File: src/rtl/key_conditioner.sv
// key_conditioner: conditions the active-low DE1-SoC pushbuttons for the
// lab1 UI. Each key is synchronised (2 flops), debounced, edge-detected and,
// when KEY_REPEAT_EN is defined, auto-repeats while held. Without
// KEY_REPEAT_EN there is no repeat logic and step_pulse == press_pulse.
//
// Ports:
//   clk           system clock (CLOCK_50)
//   reset         asynchronous, active-high reset
//   key_n         [NKEYS] raw buttons, 0 = pressed, asynchronous to clk
//   pressed       [NKEYS] debounced level, 1 = held
//   press_pulse   [NKEYS] one cycle at the first cycle of pressed = 1
//   release_pulse [NKEYS] one cycle at the first cycle of pressed = 0
//   step_pulse    [NKEYS] one cycle on press and on every auto-repeat

// One key: synchroniser, debouncer, edge pulses, optional repeat FSM.
module key_lane #(
  parameter int DEBOUNCE_CYCLES = 500000,
  parameter int REPEAT_DELAY    = 25000000,
  parameter int REPEAT_RATE     = 5000000,
  parameter int CNT_W           = 25
) (
  input  logic clk,
  input  logic reset,
  input  logic key_n,
  output logic pressed,
  output logic press_pulse,
  output logic release_pulse,
  output logic step_pulse
);
  // Elaboration-time configuration check.
  if (DEBOUNCE_CYCLES < 1 || REPEAT_DELAY < 1 || REPEAT_RATE < 1 ||
      (64'(1) << CNT_W) <= 64'(DEBOUNCE_CYCLES) ||
      (64'(1) << CNT_W) <= 64'(REPEAT_DELAY) ||
      (64'(1) << CNT_W) <= 64'(REPEAT_RATE)) begin : g_bad_cfg
    $error("key_lane: invalid timing parameters for CNT_W");
  end

  localparam logic [CNT_W-1:0] DB_TC = CNT_W'(DEBOUNCE_CYCLES - 1);

  logic             sync0, sync1;
  logic             s;
  logic [CNT_W-1:0] cnt;
  logic             db_flip;
  logic             pressed_nxt;

  always_comb begin
    s           = ~sync1;
    db_flip     = (s != pressed) && (cnt == DB_TC);
    pressed_nxt = db_flip ? s : pressed;
  end

  // Synchroniser resets to "released" so reset release never looks like an edge.
  // Edge pulses are computed from pressed_nxt so they land on the same cycle
  // as the new debounced level.
  always_ff @(posedge clk or posedge reset) begin
    if (reset) begin
      sync0         <= 1'b1;
      sync1         <= 1'b1;
      cnt           <= '0;
      pressed       <= 1'b0;
      press_pulse   <= 1'b0;
      release_pulse <= 1'b0;
    end else begin
      sync0         <= key_n;
      sync1         <= sync0;
      cnt           <= (s == pressed || db_flip) ? '0 : cnt + 1'b1;
      pressed       <= pressed_nxt;
      press_pulse   <= pressed_nxt & ~pressed;
      release_pulse <= ~pressed_nxt & pressed;
    end
  end

`ifdef KEY_REPEAT_EN
  typedef enum logic [1:0] {IDLE, DELAY, REPEAT} rstate_t;

  localparam logic [CNT_W-1:0] RD_TC = CNT_W'(REPEAT_DELAY - 1);
  localparam logic [CNT_W-1:0] RR_TC = CNT_W'(REPEAT_RATE - 1);

  rstate_t          rstate;
  logic [CNT_W-1:0] rtimer;

  // A debounced release (pressed_nxt = 0) wins over a terminal count on the
  // same edge, so no step is issued once the key is seen as released.
  always_ff @(posedge clk or posedge reset) begin
    if (reset) begin
      rstate     <= IDLE;
      rtimer     <= '0;
      step_pulse <= 1'b0;
    end else begin
      step_pulse <= 1'b0;
      case (rstate)
        IDLE: begin
          rtimer <= '0;
          if (pressed_nxt && !pressed) begin
            step_pulse <= 1'b1;
            rstate     <= DELAY;
          end
        end
        DELAY: begin
          if (!pressed_nxt) begin
            rstate <= IDLE;
            rtimer <= '0;
          end else if (rtimer == RD_TC) begin
            step_pulse <= 1'b1;
            rtimer     <= '0;
            rstate     <= REPEAT;
          end else begin
            rtimer <= rtimer + 1'b1;
          end
        end
        REPEAT: begin
          if (!pressed_nxt) begin
            rstate <= IDLE;
            rtimer <= '0;
          end else if (rtimer == RR_TC) begin
            step_pulse <= 1'b1;
            rtimer     <= '0;
          end else begin
            rtimer <= rtimer + 1'b1;
          end
        end
        default: begin
          rstate <= IDLE;
          rtimer <= '0;
        end
      endcase
    end
  end
`else
  assign step_pulse = press_pulse;
`endif
endmodule

module key_conditioner #(
  parameter int NKEYS           = 4,
  parameter int DEBOUNCE_CYCLES = 500000,
  parameter int REPEAT_DELAY    = 25000000,
  parameter int REPEAT_RATE     = 5000000,
  parameter int CNT_W           = 25
) (
  input  logic             clk,
  input  logic             reset,
  input  logic [NKEYS-1:0] key_n,
  output logic [NKEYS-1:0] pressed,
  output logic [NKEYS-1:0] press_pulse,
  output logic [NKEYS-1:0] release_pulse,
  output logic [NKEYS-1:0] step_pulse
);
  // Keys are fully independent; one lane per bit.
  key_lane #(
    .DEBOUNCE_CYCLES(DEBOUNCE_CYCLES),
    .REPEAT_DELAY   (REPEAT_DELAY),
    .REPEAT_RATE    (REPEAT_RATE),
    .CNT_W          (CNT_W)
  ) u_lane [NKEYS-1:0] (
    .clk          (clk),
    .reset        (reset),
    .key_n        (key_n),
    .pressed      (pressed),
    .press_pulse  (press_pulse),
    .release_pulse(release_pulse),
    .step_pulse   (step_pulse)
  );
endmodule

File: config.mk
export PLATFORM = sky130hd
export DESIGN_NAME = key_conditioner
export DESIGN_NICKNAME = d
export VERILOG_FILES = /design/src/rtl/key_conditioner.sv
export SDC_FILE = /design/constraint.sdc
export NUM_CORES = 1
export LEC_CHECK = 0
export CELL_PAD_IN_SITES_DETAIL_PLACEMENT = 1
export CELL_PAD_IN_SITES_GLOBAL_PLACEMENT = 1
export CORE_UTILIZATION = 48
export DETAILED_ROUTE_END_ITERATION = 10
export PLACE_DENSITY_LB_ADDON = 0.1
export SKIP_LAST_GASP = 1
export SYNTH_ARGS = -nofsm -noshare
export SYNTH_HDL_FRONTEND = slang
export SYNTH_SLANG_ARGS = --single-unit
File: constraint.sdc
create_clock -name clk -period 4.8 [get_ports clk]
set_clock_uncertainty 0.05 [all_clocks]
set_input_delay 0.72 -clock clk [delete_from_list [all_inputs] [get_ports clk]]
set_output_delay 0.72 -clock clk [all_outputs]
set_load 0.01 [all_outputs]
# Word level (Yosys, flattened, before mapping)
# Index checks and enable logic that the tools add are counted.
[totals]
latch_bits = 0
in_bits = 6
rom_bits = 0
ram_bits = 0
memories = 0
elab_cells = 76
regBits = 120
out_inout_bits = 16
[op_classes]
div = 0
bitwise_logic = 20
multipliers = 0
add_sub_neg = 4
muxes = 8
shift = 0
eq_ne = 12
order_cmp = 0
n_reduce_logical = 8
[ops]
columns = ["operator", "n"]
rows = [
  ["adder 25 x 1 -> 25 bit, second input constant", 4],
  ["equality test 25 x 19 -> 1 bit, second input constant", 4],
  ["2-to-1 mux 25 bit", 4],
  ["NOT 1 bit", 12],
  ["AND 1 bit", 8],
  ["equality test 1 bit", 4],
  ["logical AND 1 bit", 4],
  ["logical OR 1 bit", 4],
  ["2-to-1 mux 1 bit", 4],
  ["!= test 1 bit", 4],
]

# Longest topological paths before layout
[logic_depth]
word_depth = 6
ltp_mapped = 7
ltp_nobuf = 5

# Modules after synthesis
# From an unflattened synthesis, not the netlist that was laid out.
[hier_totals]
cells_unflattened = 598
area_unflattened_um2 = 5856.9
[modules_own_cells]
columns = ["mod", "seq_area_each_um2", "cells_per_inst", "area_per_inst_um2", "n_inst"]
rows = [
  ["key_lane (u_lane[0] ...)", 753.2, 151, 1458.9, 3],
  ["key_lane (u_lane[1])", 753.2, 145, 1480.2, 1],
]

# Worst setup path before layout
# No wires, ideal clock.
[synth_path]
path_kind = "reg2reg"
startpoint = "reg u_lane[0].cnt[0]"
endpoint = "reg u_lane[0].cnt[24]"
n_path_buf = 1
period_less_slack_ns = 2.066
stages_incl_launch_ff = 7
slack_ns = 2.734
setup_time_ns = 0.078
arrival_time_ns = 1.938
t_required_ns = 4.672
path_cell_list = "dfrtp_1 > ha_1 > nand4_4 > or4_1 > buf_2 > or4_1 > a21oi_1"
[synth_between]
elab_chain_cells = 4
elab_cells_between_ends = 5
classes_between = "1 x add/sub; 1 x eq/ne; 1 x mux; 2 x reduce/logical"
[synth_lines]
columns = ["item", "line_no", "rtl"]
rows = [
  ["start: declaration", "42", "logic [CNT_W-1:0] cnt;"],
  ["start signal: assignment", "66", "cnt <= (s == pressed || db_flip) ? '0 : cnt + 1'b1;"],
  ["branches (longest 3 deep; another with adder 25 x 1 -> 25 bit)", "n/a", ""],
  ["2-to-1 mux 25 bit (*)", "66", ""],
]
# Mark *: on every way between the ends.

# Worst setup path after layout
[layout_path]
startpoint = "reg u_lane[2].cnt[12]"
endpoint = "reg u_lane[2].cnt[23]"
[layout_between]
elab_chain_cells = 4
elab_cells_between_ends = 5
classes_between = "1 x add/sub; 1 x eq/ne; 1 x mux; 2 x reduce/logical"
[layout_lines]
columns = ["item", "line_no"]
rows = [
  ["start: declaration", "42"],
  ["start signal: assignment", "66"],
  ["branches (longest 3 deep; another with adder 25 x 1 -> 25 bit)", "n/a"],
  ["2-to-1 mux 25 bit (*)", "66"],
]
# Marks and branches as above.

==> impl_metrics.csv <==
group,metric,value,unit
detailed_routing,drt_iter0_markers,179,
pwr,internal-power,0.00198,W
synthesis,synth_compound_area_share,9.62,%
grt,grt_start_max_net_pins,73,
critical_path,cp_data_arrival_time,2690,ps
synthesis,synthAdderAreaFrac,0.853,%
clock_network,clock_path_buffers,2,
grt,grtUsageTotal,25.0,%
critical_path,critPathKind,"reg -> reg",
critical_path,required,5040,ps
clock_network,post-cts-setup-buffers,0,
grt,grt_pass1_wl,24700,um
synthesis,synth_top_area_cell,"dfrtp_1",
floorplanning,chipWidth,113,um
status,outcome,"finished clean",
floorplanning,rows,40,
timing,fmax,408,MHz
pwr,sw_frac_of_total,20.4,%
flow_run,cap_violations,0,
floorplanning,ios,22,
synthesis,yosys.area_share.xor_xnor,7.62,%
clock_network,clock-sinks,120,
worst_hold_path,hold_path.class,"reg -> reg",
clock_network,clkTransAtPathRegs,50,ps
synthesis,syn-num-nets,605,
final_layout,diodes,0,
synthesis,ys_warn_count,0,
synthesis,syn_inst,595,
pwr,share_seq_of_total_power,41.9,%
detailed_routing,wl,14300,um
final_layout,layoutNonFillerInstCount,768,
final_layout,fin_nets,618,
timing,period_share,51.0,%
clock_network,cts_tree,"done",
clock_network,clock-root-buffer,"clkbuf_16",
synthesis,yosys.area.top_type_share,47.8,%
grt,first_global_vias,5060,
pwr,power.density,367,nW/um2
synthesis,synth_area,5870,um2
clock_network,ctsHtreeMaxLevel,4,
floorplanning,fp.dieH,113,um
synthesis,ys_ff_latch,120,
pwr,leakage,2.67,nW
timing,drv_slew,0,
placement,dp_cells,736,
clock_network,clk_latency,420,ps
pwr,p_comb_share,2.5,%
critical_path,startpoint_type,"flip-flop",
timing,setup_violations,0,
placement,post-place-ws,2410,ps
detailed_routing,drc,0,
synthesis,avgSynthCellArea,9.86,um2
grt,grt-ovfl-total,0,
final_layout,area_delta_synth_final,15.3,%
timing,rsz0062_at_grt,"no",
detailed_routing,num_vias,4665,
placement,hpwl,9150,um
synthesis,ys_seq_area_share,51.4,%
timing,hold_viol_final,0,
detailed_routing,vias_per_cell,6.07,
placement,gp_congestion,0.789,
timing,max_slew_margin,39.8,%
synthesis,synth_top_family_by_area,"simple AND/OR/NAND/NOR gates",
synthesis,yosys.area_share.simple,26.1,%
floorplanning,start_util,49.0,%
final_layout,post-route-util,56.5,%
pwr,vdd_drop_max,0.274,mV
timing,final.setup.tns,0,ps
floorplanning,dieArea,12700,um2
detailed_routing,routedWlPerCell,18.6,um
synthesis,yosysUniqueCellTypes,34,
detailed_routing,firstDrtPassIters,4,
timing,period_needed,2450,ps
final_layout,drive_gt1_share,8.37,%
pwr,finalPower,0.00248,W
timing,worst_slack,2350,ps
floorplanning,core,12000,um2
detailed_routing,drtAntennaViolNets,0,
pwr,power.switching,0.000506,W
synthesis,synth.area.top_cells,"dfrtp_1, xnor2_1, a21oi_1",
synthesis,muxShareOfSynthArea,0.341,%
final_layout,fill_cells,1322,
placement,placement.io_buffers,21,
critical_path,endpoint_kind,"flip-flop",
clock_network,cts_resized,0,
critical_path,crit_fanout,14,
timing,tightest_slew,902,ps
grt,antenna_found_initial,0,
clock_network,ctsHoldBuffers,0,
clock_network,cts_buffers,17,
pwr,clkPwrFrac,55.7,%
## worst paths after layout
path / start / end / slack, ps / cells after the start
worst max-delay path: u_lane[2].cnt[12] / u_lane[2].cnt[23] / 2350 / 5
worst min-delay path: u_lane[1].sync0 / u_lane[1].sync1 / 300 / 0
worst max register to register: u_lane[2].cnt[12] / u_lane[2].cnt[23] / 2350 / 5
worst min register to register: u_lane[1].sync0 / u_lane[1].sync1 / 300 / 0
max in group asynchronous: reset / u_lane[0].sync1 / 2950 / 3
min in group asynchronous: reset / u_lane[3].cnt[1] / 810 / 2
## power groups by stage
stage / clock network (W) / registers (W) / logic [W]
6_report: 0.00138 / 0.00104 / 0.0000612
5_1_grt: 0.00145 / 0.00104 / 0.0000709
4_1_cts: 0.00141 / 0.00104 / 0.0000639
3_5_place_dp: 0 / 0.00106 / 0.0000621
3_3_place_gp: 0 / 0.00105 / 0.0000602
2_1_floorplan: 0 / 0.00105 / 0.0000405
## layer usage
layer | global-route usage, % | up-vias | routed length, um
met5 | 0 | - | 0
met4 | 9.51 | 0 | 193
met3 | 5.56 | 18 | 337
met2 | 44.0 | 46 | 7490
met1 | 29.7 | 2407 | 6240
li1 | - | 2194 | -
## placed cells by master, fill, tap and decap left out, types with 6 or more instances in the layout
cell type | Yosys | routed
a21oi_1 | 45 | 45
and3_1 | 16 | 16
and4_1 | 10 | 10
buf_4 | 16 | 6
clkbuf_16 | 0 | 17
clkdlybuf4s50_1 | 0 | 21
dfrtp_1 | 112 | 112
dfstp_2 | 8 | 8
inv_1 | 13 | 12
nand2_1 | 34 | 34
nand3_1 | 33 | 33
nand4_1 | 27 | 27
nor2_1 | 60 | 60
nor3_1 | 9 | 9
nor4_1 | 14 | 14
o21ai_0 | 25 | 25
o31ai_1 | 25 | 24
or2_2 | 6 | 6
or3_1 | 22 | 22
or4_1 | 29 | 29
xnor2_1 | 27 | 27
xor2_1 | 24 | 24
## metrics by stage
step / hold WS, ps / instance area [um2]
floorplan: 295 / 5870
global placement: 296 / 6130
detailed placement: 297 / 6130
CTS: 306 / 6760
global route: 309 / 6760
finish: 304 / 6760
## cell type report
| class | count | area (um2) | area share [%] |
|---|---|---|---|
| Clock buffer | 23 | 458 | 6.77 |
| Tap cell | 147 | 184 | 2.72 |
| Sequential cell | 120 | 3010 | 44.6 |
| Multi-Input combinational cell | 429 | 2630 | 38.9 |
| Inverter | 13 | 51.3 | 0.759 |
| Timing Repair Buffer | 27 | 255 | 3.77 |
| Clock inverter | 9 | 173 | 2.55 |
## logic make-up after synthesis
logic type	count (synthesis)
AND/OR/NAND/NOR	274
flip-flops	120
AO/OA/AOI/OAI	98
XOR/XNOR	51
buffers and inverters	46
adder cells (fa/ha/maj)	4
multiplexers	2
## state kept, by name, summed over array words and instances, names as in the netlist
signal                cells
u_lane.cnt              100
u_lane.press_pulse        4
u_lane.pressed            4
u_lane.release_pulse      4
u_lane.sync0              4
u_lane.sync1              4
## cell usage after synthesis
cell,instances
dfrtp_1,112
nor4_1,14
xor2_1,24
nor2_1,60
nand4bb_1,1
or4_1,29
dfstp_2,8
or3_1,22
inv_1,13
xnor2_1,27
nand4_4,1
and3_1,16
o41ai_2,1
clkbuf_1,10
nand2_1,34
buf_2,7
or2_2,6
a21oi_1,45
nor3_1,9
mux2i_1,2
or4_4,1
nor4b_1,4
nand3b_1,1
ha_1,4
o21ai_1,2
and4_1,10
nand4_1,27
o21ai_0,25
nand3_1,33
nor3b_1,2
o31ai_1,25
or4b_1,1
buf_4,16
and2_1,3
## worst max-delay path, cell delays in order (launching register included)
cell     delay (ps)
dfrtp_1         440
nor4_1          380
nand4_1         240
o41ai_4         780
buf_4           350
a21oi_1          70
(Power assumes the default switching activity.)
